## src/rtl/ram_wr_gen.sv

```systemverilog
// RAM write-pattern generator: emits a burst of write beats with a programmable
// start address, length and data pattern, honouring sink back-pressure.
module ram_wr_gen #(
  parameter int unsigned DATA_W = 8,
  parameter int unsigned ADDR_W = 5,
  parameter int unsigned DEPTH  = 32
) (
  input  logic              clk,
  input  logic              rst_n,
  input  logic              start_i,
  input  logic [1:0]        mode_i,
  input  logic [DATA_W-1:0] seed_i,
  input  logic [ADDR_W-1:0] base_addr_i,
  input  logic [ADDR_W:0]   len_i,
  input  logic              wr_ready_i,
  output logic              wr_en_o,
  output logic [ADDR_W-1:0] wr_addr_o,
  output logic [DATA_W-1:0] wr_data_o,
  output logic              busy_o,
  output logic              done_o
);

  localparam logic [ADDR_W:0]   DepthLen = (ADDR_W + 1)'(DEPTH);
  localparam logic [ADDR_W-1:0] LastAddr = ADDR_W'(DEPTH - 1);
  localparam logic [ADDR_W:0]   OneLen   = (ADDR_W + 1)'(1);

  typedef enum logic [1:0] {StIdle, StWrite, StDone} state_e;

  state_e            state_q;
  logic [1:0]        mode_q;
  logic [ADDR_W:0]   remaining_q;
  logic              wr_en_q;
  logic              busy_q;
  logic              done_q;
  logic [ADDR_W-1:0] addr_q;
  logic [DATA_W-1:0] data_q;

  logic [ADDR_W-1:0] base_eff;
  logic [ADDR_W:0]   len_eff;
  logic [ADDR_W-1:0] addr_d;
  logic [DATA_W-1:0] data_d;

  // Condition request operands: out-of-range base starts at 0, length clamps to DEPTH.
  always_comb begin
    base_eff = ({1'b0, base_addr_i} >= DepthLen) ? '0 : base_addr_i;
    len_eff  = (len_i > DepthLen) ? DepthLen : len_i;
  end

  // Next beat address (wraps at DEPTH, not at 2^ADDR_W) and next pattern word.
  always_comb begin
    addr_d = (addr_q == LastAddr) ? '0 : addr_q + 1'b1;
    data_d = data_q;
    case (mode_q)
      2'd0:    data_d = data_q + 1'b1;
      2'd1:    data_d = data_q - 1'b1;
      2'd2:    data_d = data_q;
      default: data_d = {data_q[DATA_W-2:0], data_q[DATA_W-1]};
    endcase
  end

  // Burst FSM with all outputs registered.
  always_ff @(posedge clk or negedge rst_n) begin
    if (!rst_n) begin
      state_q     <= StIdle;
      mode_q      <= 2'd0;
      remaining_q <= '0;
      wr_en_q     <= 1'b0;
      busy_q      <= 1'b0;
      done_q      <= 1'b0;
      addr_q      <= '0;
      data_q      <= '0;
    end else begin
      case (state_q)
        StIdle: begin
          done_q <= 1'b0;
          if (start_i) begin
            mode_q      <= mode_i;
            addr_q      <= base_eff;
            data_q      <= seed_i;
            remaining_q <= len_eff;
            if (len_eff != '0) begin
              state_q <= StWrite;
              wr_en_q <= 1'b1;
              busy_q  <= 1'b1;
            end else begin
              state_q <= StDone;
            end
          end
        end
        StWrite: begin
          // Beat is consumed only when the sink accepts; otherwise hold everything.
          if (wr_ready_i) begin
            remaining_q <= remaining_q - 1'b1;
            addr_q      <= addr_d;
            data_q      <= data_d;
            if (remaining_q == OneLen) begin
              state_q <= StDone;
              wr_en_q <= 1'b0;
              busy_q  <= 1'b0;
            end
          end
        end
        StDone: begin
          done_q  <= 1'b1;
          state_q <= StIdle;
        end
        default: state_q <= StIdle;
      endcase
    end
  end

  assign wr_en_o   = wr_en_q;
  assign wr_addr_o = addr_q;
  assign wr_data_o = data_q;
  assign busy_o    = busy_q;
  assign done_o    = done_q;

endmodule
```

## config.mk

```make
export PLATFORM = sky130hd
export DESIGN_NAME = ram_wr_gen
export DESIGN_NICKNAME = d
export VERILOG_FILES = /design/src/rtl/ram_wr_gen.sv
export SDC_FILE = /design/constraint.sdc
export NUM_CORES = 1
export LEC_CHECK = 0
export ABC_AREA = 1
export CORE_ASPECT_RATIO = 0.75
export CORE_MARGIN = 1
export CORE_UTILIZATION = 50
export DETAILED_ROUTE_END_ITERATION = 16
export GPL_TIMING_DRIVEN = 0
export HOLD_SLACK_MARGIN = 0.15
export PLACE_DENSITY = 0.81
export SETUP_SLACK_MARGIN = 0.15
export SYNTH_ARGS = -nofsm -noshare
export SYNTH_HDL_FRONTEND = slang
export SYNTH_SLANG_ARGS = --single-unit
```

## constraint.sdc

```tcl
create_clock -name clk -period 1.8 [get_ports clk]
set_input_delay 0.36 -clock clk [delete_from_list [all_inputs] [get_ports clk]]
set_output_delay 0.36 -clock clk [all_outputs]
set_load 0.005 [all_outputs]
```

==> reports/results.tsv, run 1 <==
metric	value	unit
n_antenna_cell	0	
r2r_cells	15	
async_flop_share	1.000	
port_buffers	40	
cts-htree-levels	1	
yosysMostFrequentCell	nand2_1	
clk_latency	280	ps
critPathLaunch	mode_q[1]	
area_growth	53.60	%
leakagePower	1.278	nW
placed_cell_area	0.002225	sq mm
tightest_slew	1173	ps
grt_pass1_wl	8556	um
drive_gt1_frac	0.3000	
min_path_type	input pin to async pin	
clock-skew-final	2.842	ps
rows	18	
post-route-min-period	1856	ps
yosysTopAreaCellShare	0.3526	
synth_seq_cells	25	
cts_tree	done	
critPathArrivalTime	2070	ps
dieArea	0.003793	sq mm
globalplace.congestion	0.9106	
die_h	53.59	um
hold_viol	0	
die_w	70.79	um
grt_overflow_total	0	
wl	6454	um
setup-violations-final	1	
rsz0062_at_grt	true	
syn_nets	286	
avgSynthCellArea	6.930	sq um
fin_ws	-56.12	ps
cts_buffers	3	
final_cell_area	0.002725	sq mm
post-route-period-util	1.031	
synth_area	0.001774	sq mm
status	finished with violations	
wl_per_cell	17.44	um
core-area	0.003333	sq mm
synth_area_leaders	dfrtp_1 35%, nand2_1 13%, a21oi_1 6.8%, inv_1 5.9%, nor2_1 5.9%	
r2r_end	wr_data_o[7]	
drc_errors	0	
track_usage	0.2982	
cp-endpoint	wr_data_o[7]	
ir_drop	1.110	mV
grt_antenna_before_repair	0	
ys_seq_area_frac	0.3526	
crit_path_end_kind	flip-flop	
regToRegStartpoint	mode_q[1]	
crit_path_start_kind	flip-flop	
crit_path_max_fanout	4	
max_freq	538.8	MHz
maxSlewViolCount	0	
cts-root-buf	clkbuf_8	
synth_ff_type	dfrtp_1	
grt_pass1_vias	1845	
hpwl	3280	um
maxCapViolations	0	
synthCells	256	
vias	2224	
hold_slack	306.6	ps
synth_cell_types	36	
yosysWarningCount	0	
io_pins	41	
grt_max_degree	26	
initial_core_util	0.5323	
slew_headroom	0.2166	
antenna_left	0	
r2r_slack	-60	ps
yosysTopAreaCell	dfrtp_1	
violations	setup timing	
cts.sinks	25	
finalNetCount	361	
synth_edf_count	0	
power	5.920	mW
path_class	flip-flop to flip-flop	
cellPowerDensity	2172	mW/mm^2
clk_pin_slew	90	ps
ys_top_cells_by_count	63 x nand2_1, 28 x inv_1, 28 x nor2_1, 25 x dfrtp_1, 24 x a21oi_1	
firstDrtPassIters	7	
drt_iter0_markers	375	
required	2020	ps
clockBufferDepth	2	
vias_per_cell	6.011	
-- worst min path at each step --
stage                       from             end  slack [ps]  cells past startpoint
final                      rst_n    wr_addr_o[4]         310                      1
after global routing       rst_n  remaining_q[2]         400                      1
after CTS                 done_o          done_o         510                      2
after detailed placement  done_o          done_o         490                      2
after global placement    done_o          done_o         490                      2
after floorplan            rst_n          busy_o          60                      0
-- stage by stage --
step | setup slack (ps) | std cells | util | setup TNS [ps]
2_1_floorplan | 187.5 | 256 | - | 0
5_1_grt | -154.4 | 370 | 0.8176 | -353.2
4_1_cts | 126.6 | 355 | 0.7451 | 0
6_report | -56.12 | 370 | 0.8176 | -56.12
3_5_place_dp | -93.95 | 336 | 0.6674 | -781.0
3_3_place_gp | -51.60 | 336 | 0.6674 | -157.1
-- repair_timing --
item	CTS	global route
hold buffers	0	0
endpoints found under the setup margin	7	15
gates resized for setup	31	45
setup buffers	15	15
pin swaps	12	19
-- routing by layer --
metal  track usage  part of all wire
met1        0.4007              0.38
met2        0.4936              0.47
met3       0.05618              0.10
met4        0.1033             0.053
met5             0                 0
-- state kept, by name, summed over array words and instances (netlist names) --
register     count
wr_data_o        8
remaining_q      6
wr_addr_o        5
mode_q           2
state_q          2
busy_o           1
done_o           1
-- report_power, final --
group          leakage (nW)  internal (mW)  switching (mW)  total (mW)
combinational         0.966           1.95            2.47        4.41
clock                0.0228          0.159           0.191       0.350
sequential            0.290          0.862           0.295        1.16
total                  1.28           2.97            2.95        5.92
-- worst max-delay path, stage by stage, from the launching register on --
cell and delay, ps:
dfrtp_1 410, inv_4 80, buf_4 140, buf_6 100, buf_4 130, nand3_4 70, nand2_4 80, inv_2 90
nand2_1 80, nor2_2 140, nand2_2 90, nand2_1 70, nand2_1 60, nand3_2 70, nand2_2 50, a21oi_2 110
-- final cells by class --
cell class / count / area, sq um
buffer: 9 / 71.32
clock buffer: 4 / 45.04
fill: 207 / 608.1
inverter: 32 / 125.1
multi-input combinational: 190 / 1160
sequential: 25 / 630.6
tap: 40 / 50.05
timing repair buffer: 70 / 643.1
-- logic make-up after synthesis --
family | after synthesis | synth area share
xor gates and xnor gates | 4 | 0.01974
and+or+nand+nor | 120 | 0.2842
AOI/OAI and AO/OA | 61 | 0.2080
buffers and inverters | 41 | 0.1001
adders and majority gates | 5 | 0.03526
DFF | 25 | 0.3526
-- cells in the final DEF (no fill, tap or decap), types with 4 or more instances in the layout --
cell type | netlist | layout
nand2_1 | 63 | 44
dfrtp_1 | 25 | 21
a21oi_1 | 24 | 21
o21ai_0 | 17 | 13
buf_4 | 2 | 27
clkdlybuf4s50_1 | 0 | 39
nand3_1 | 18 | 10
xor2_1 | 4 | 4
nand3_2 | 0 | 7
inv_1 | 28 | 22
nor2_1 | 28 | 24
inv_2 | 4 | 8
nand2_2 | 1 | 17
ha_1 | 5 | 4
nor2_4 | 1 | 4
dfrtp_2 | 0 | 4
buf_6 | 2 | 6
(Power assumes the default switching activity.)
==> inputs of run 2 (changes only) <==
--- a/config.mk
+++ b/config.mk
@@ -8,11 +8,12 @@
 export ABC_AREA = 1
 export CORE_ASPECT_RATIO = 0.75
 export CORE_MARGIN = 1
-export CORE_UTILIZATION = 50
+export CORE_UTILIZATION = 55
 export DETAILED_ROUTE_END_ITERATION = 16
+export DONT_BUFFER_PORTS = 1
 export GPL_TIMING_DRIVEN = 0
 export HOLD_SLACK_MARGIN = 0.15
-export PLACE_DENSITY = 0.81
+export PLACE_DENSITY = 0.71
 export SETUP_SLACK_MARGIN = 0.15
 export SYNTH_ARGS = -nofsm -noshare
 export SYNTH_HDL_FRONTEND = slang
==> run 2 against run 1 <==
Net effect:
- the run now ends clean
- highest routed layer unchanged
- clock skew rose by 3.8 ps
- critical endpoint is now wr_data_o[4]
- first-iteration DRC count fell by 62%
- final cell count shrank 14%
- setup slack improved by 100 ps
- die area down 8.8%
- via count fell by 17%
- count of clock-buffer cells in the layout stayed put
- largest power group unchanged
- clock power shrank 3%
- largest cell class unchanged
- fmax grew 5.9%
==> reports/results.tsv, run 2 (synthesis gave the netlist of run 1 again) <==
metric	value	unit	change
vias_per_cell	5.858		was 6.011
crit_path_max_fanout	8		was 4
cts_tree	done		unchanged
rsz0062_at_grt	true		unchanged
p_comb_frac	0.693		was 0.745
path_class	flip-flop to flip-flop		unchanged
critPathArrivalTime	1960	ps	was 2070 ps
cts_buffers	3		unchanged
drt_iter0_markers	144		was 375
cts.sinks	25		unchanged
ir_drop	1.198	mV	was 1.110 mV
critPathLaunch	mode_q[0]		was mode_q[1]
crit_path_end_kind	flip-flop		unchanged
power.internal	2.393	mW	was 2.969 mW
initial_core_util	0.5916		was 0.5323
power	4.929	mW	was 5.920 mW
wl	5103	um	was 6454 um
tightest_slew	517.9	ps	was 1173 ps
place_ws	-109.7	ps	was -93.95 ps
hold_viol	0		unchanged
rows	17		was 18
final_cell_mix	51 x nand2_1, 26 x nor2_1, 23 x dfrtp_1, 22 x inv_1, 20 x a21oi_1		was 44 x nand2_1, 39 x clkdlybuf4s50_1, 27 x buf_4, 24 x nor2_1, 22 x inv_1
cellPowerDensity	2233	mW/mm^2	was 2172 mW/mm^2
maxSlewViolCount	0		unchanged
area_growth	24.40	%	was 53.60%
wl_per_cell	16.10	um	was 17.44 um
clockBufferDepth	2		unchanged
vias	1857		was 2224
final_cell_area	0.002207	sq mm	was 0.002725 sq mm
crit_path_start_kind	flip-flop		unchanged
grt_pass1_vias	1649		was 1845
slew_headroom	0.6548		was 0.2166
utilization	0.7359		was 0.8176
grt_antenna_before_repair	0		unchanged
switching_share	0.5145		was 0.4985
track_usage	0.2986		was 0.2982
leakagePower	1.065	nW	was 1.278 nW
hpwl	3235	um	was 3280 um
post-route-period-util	0.9737		was 1.031
core-area	0.002999	sq mm	was 0.003333 sq mm
r2r_cells	13		was 15
status	finished, final reports clean		was finished with violations
setup-violations-final	0		was 1
post-route-min-period	1753	ps	was 1856 ps
antenna_left	0		unchanged
grt_max_degree	26		unchanged
die_h	51.19	um	was 53.59 um
final_common_cell	nand2_1		unchanged
r2r_end	wr_data_o[4]		was wr_data_o[7]
grt_overflow_total	0		unchanged
finalNetCount	310		was 361
firstDrtPassIters	4		was 7
power_frac_seq	0.238		was 0.195
drc_errors	0		unchanged
cp-endpoint	wr_data_o[4]		was wr_data_o[7]
required	2000	ps	was 2020 ps
die_w	67.58	um	was 70.79 um
largest_register_ffs	8		unchanged
fin_ws	47.36	ps	was -56.12 ps
placed_cell_area	0.001822	sq mm	was 0.002225 sq mm
globalplace.congestion	0.8686		was 0.9106
drive_gt1_frac	0.2616		was 0.3000
dieArea	0.003459	sq mm	was 0.003793 sq mm
min_path_type	input pin to flip-flop		was input pin to async pin
p_sw	2.536	mW	was 2.951 mW
hold_path.startpoint	base_addr_i[2]		
regToRegStartpoint	mode_q[0]		was mode_q[1]
io_pins	41		unchanged
r2r_slack	50	ps	was -60 ps
p_clk_frac	0.069		was 0.059
cts-htree-levels	1		unchanged
clock-skew-final	6.635	ps	was 2.842 ps
maxCapViolations	0		unchanged
max_freq	570.6	MHz	was 538.8 MHz
port_buffers	0		was 40
clk_latency	270	ps	was 280 ps
clk_pin_slew	90	ps	about the same
n_antenna_cell	0		unchanged
cts-root-buf	clkbuf_8		unchanged
grt_pass1_wl	7590	um	was 8556 um
[run 2: cell count changes in the layout (fill, tap and decap cells not counted), moves of 7 or more]
cell,delta
nand2_2,-9
buf_4,-12
clkdlybuf4s50_1,-39
nand2_1,+7
[run 2: power groups by stage]
| stage | Combinational (mW) | Sequential (mW) | Clock, mW |
|---|---|---|---|
| 2_1_floorplan | 1.98 | 1.08 | 0 |
| 3_5_place_dp | 2.45 | 1.16 | 0 |
| 6_report | 3.41 | 1.17 | 0.340 |
| 5_1_grt | 3.76 | 1.22 | 0.372 |
| 4_1_cts | 2.68 | 1.15 | 0.347 |
| 3_3_place_gp | 2.40 | 1.15 | 0 |
[run 2: per-stage QoR]
step	std cells	setup TNS [ps]	hold WS [ps]
final	317	0	216.4
after global routing	317	-196.5	214.8
after CTS	304	0	215.7
after detailed placement	294	-304.9	64.89
after global placement	294	-143.7	64.90
after floorplan	256	0	64.41
[run 2: final cells by class]
class                   instances  area, sq um
multi-input cells             190         1124
fillers                       246        792.0
flip-flops and latches         25        628.1
repair buffers                 19        172.7
inverters                      32        122.6
plain buffers                   9        67.56
well taps                      38        47.55
clock buffers                   4        45.04
[run 2: what timing repair did]
item | CTS | global route
pin swaps | 7 | 18
hold buffers | 2 | 0
setup endpoints to repair | 5 | 20
buffers inserted | 4 | 13
endpoints found under the hold margin | 25 | 0
resized for setup | 16 | 41
[run 2: per-layer routing]
metal	wire length, um	part of all wire	GRT usage	vias to the layer above
li1	-	-	-	888
met1	2292	0.45	0.4234	888
met2	2352	0.46	0.4653	75
met3	417	0.082	0.07366	6
met4	40	0.0078	0.03901	0
met5	0	0	0	-
[run 2: worst min path at each step]
stage / to / slack, ps / cells past startpoint
after detailed placement: busy_o / 60 / 0
final: wr_addr_o[2] / 220 / 2
after global placement: busy_o / 60 / 0
after CTS: wr_addr_o[2] / 220 / 2
after floorplan: busy_o / 60 / 0
after global routing: wr_addr_o[2] / 210 / 2
[run 2: critical path, cell delays in order, from the launching register on]
cell	delay [ps]
dfrtp_1	400
buf_6	160
nand3_2	130
nand2_2	70
inv_2	60
ha_4	120
inv_2	30
nand2_2	60
inv_2	50
nor2_4	110
nand2_1	100
a21oi_2	170
o21ai_2	80
a2bb2oi_2	130
==> inputs of run 3 (changes only) <==
--- a/config.mk
+++ b/config.mk
@@ -15,6 +15,7 @@
 export HOLD_SLACK_MARGIN = 0.15
 export PLACE_DENSITY = 0.71
 export SETUP_SLACK_MARGIN = 0.15
+export SLEW_MARGIN = 25
 export SYNTH_ARGS = -nofsm -noshare
 export SYNTH_HDL_FRONTEND = slang
 export SYNTH_SLANG_ARGS = --single-unit
==> results of run 3 <==
The final DEF is identical to that of run 2; final timing and power are the same.
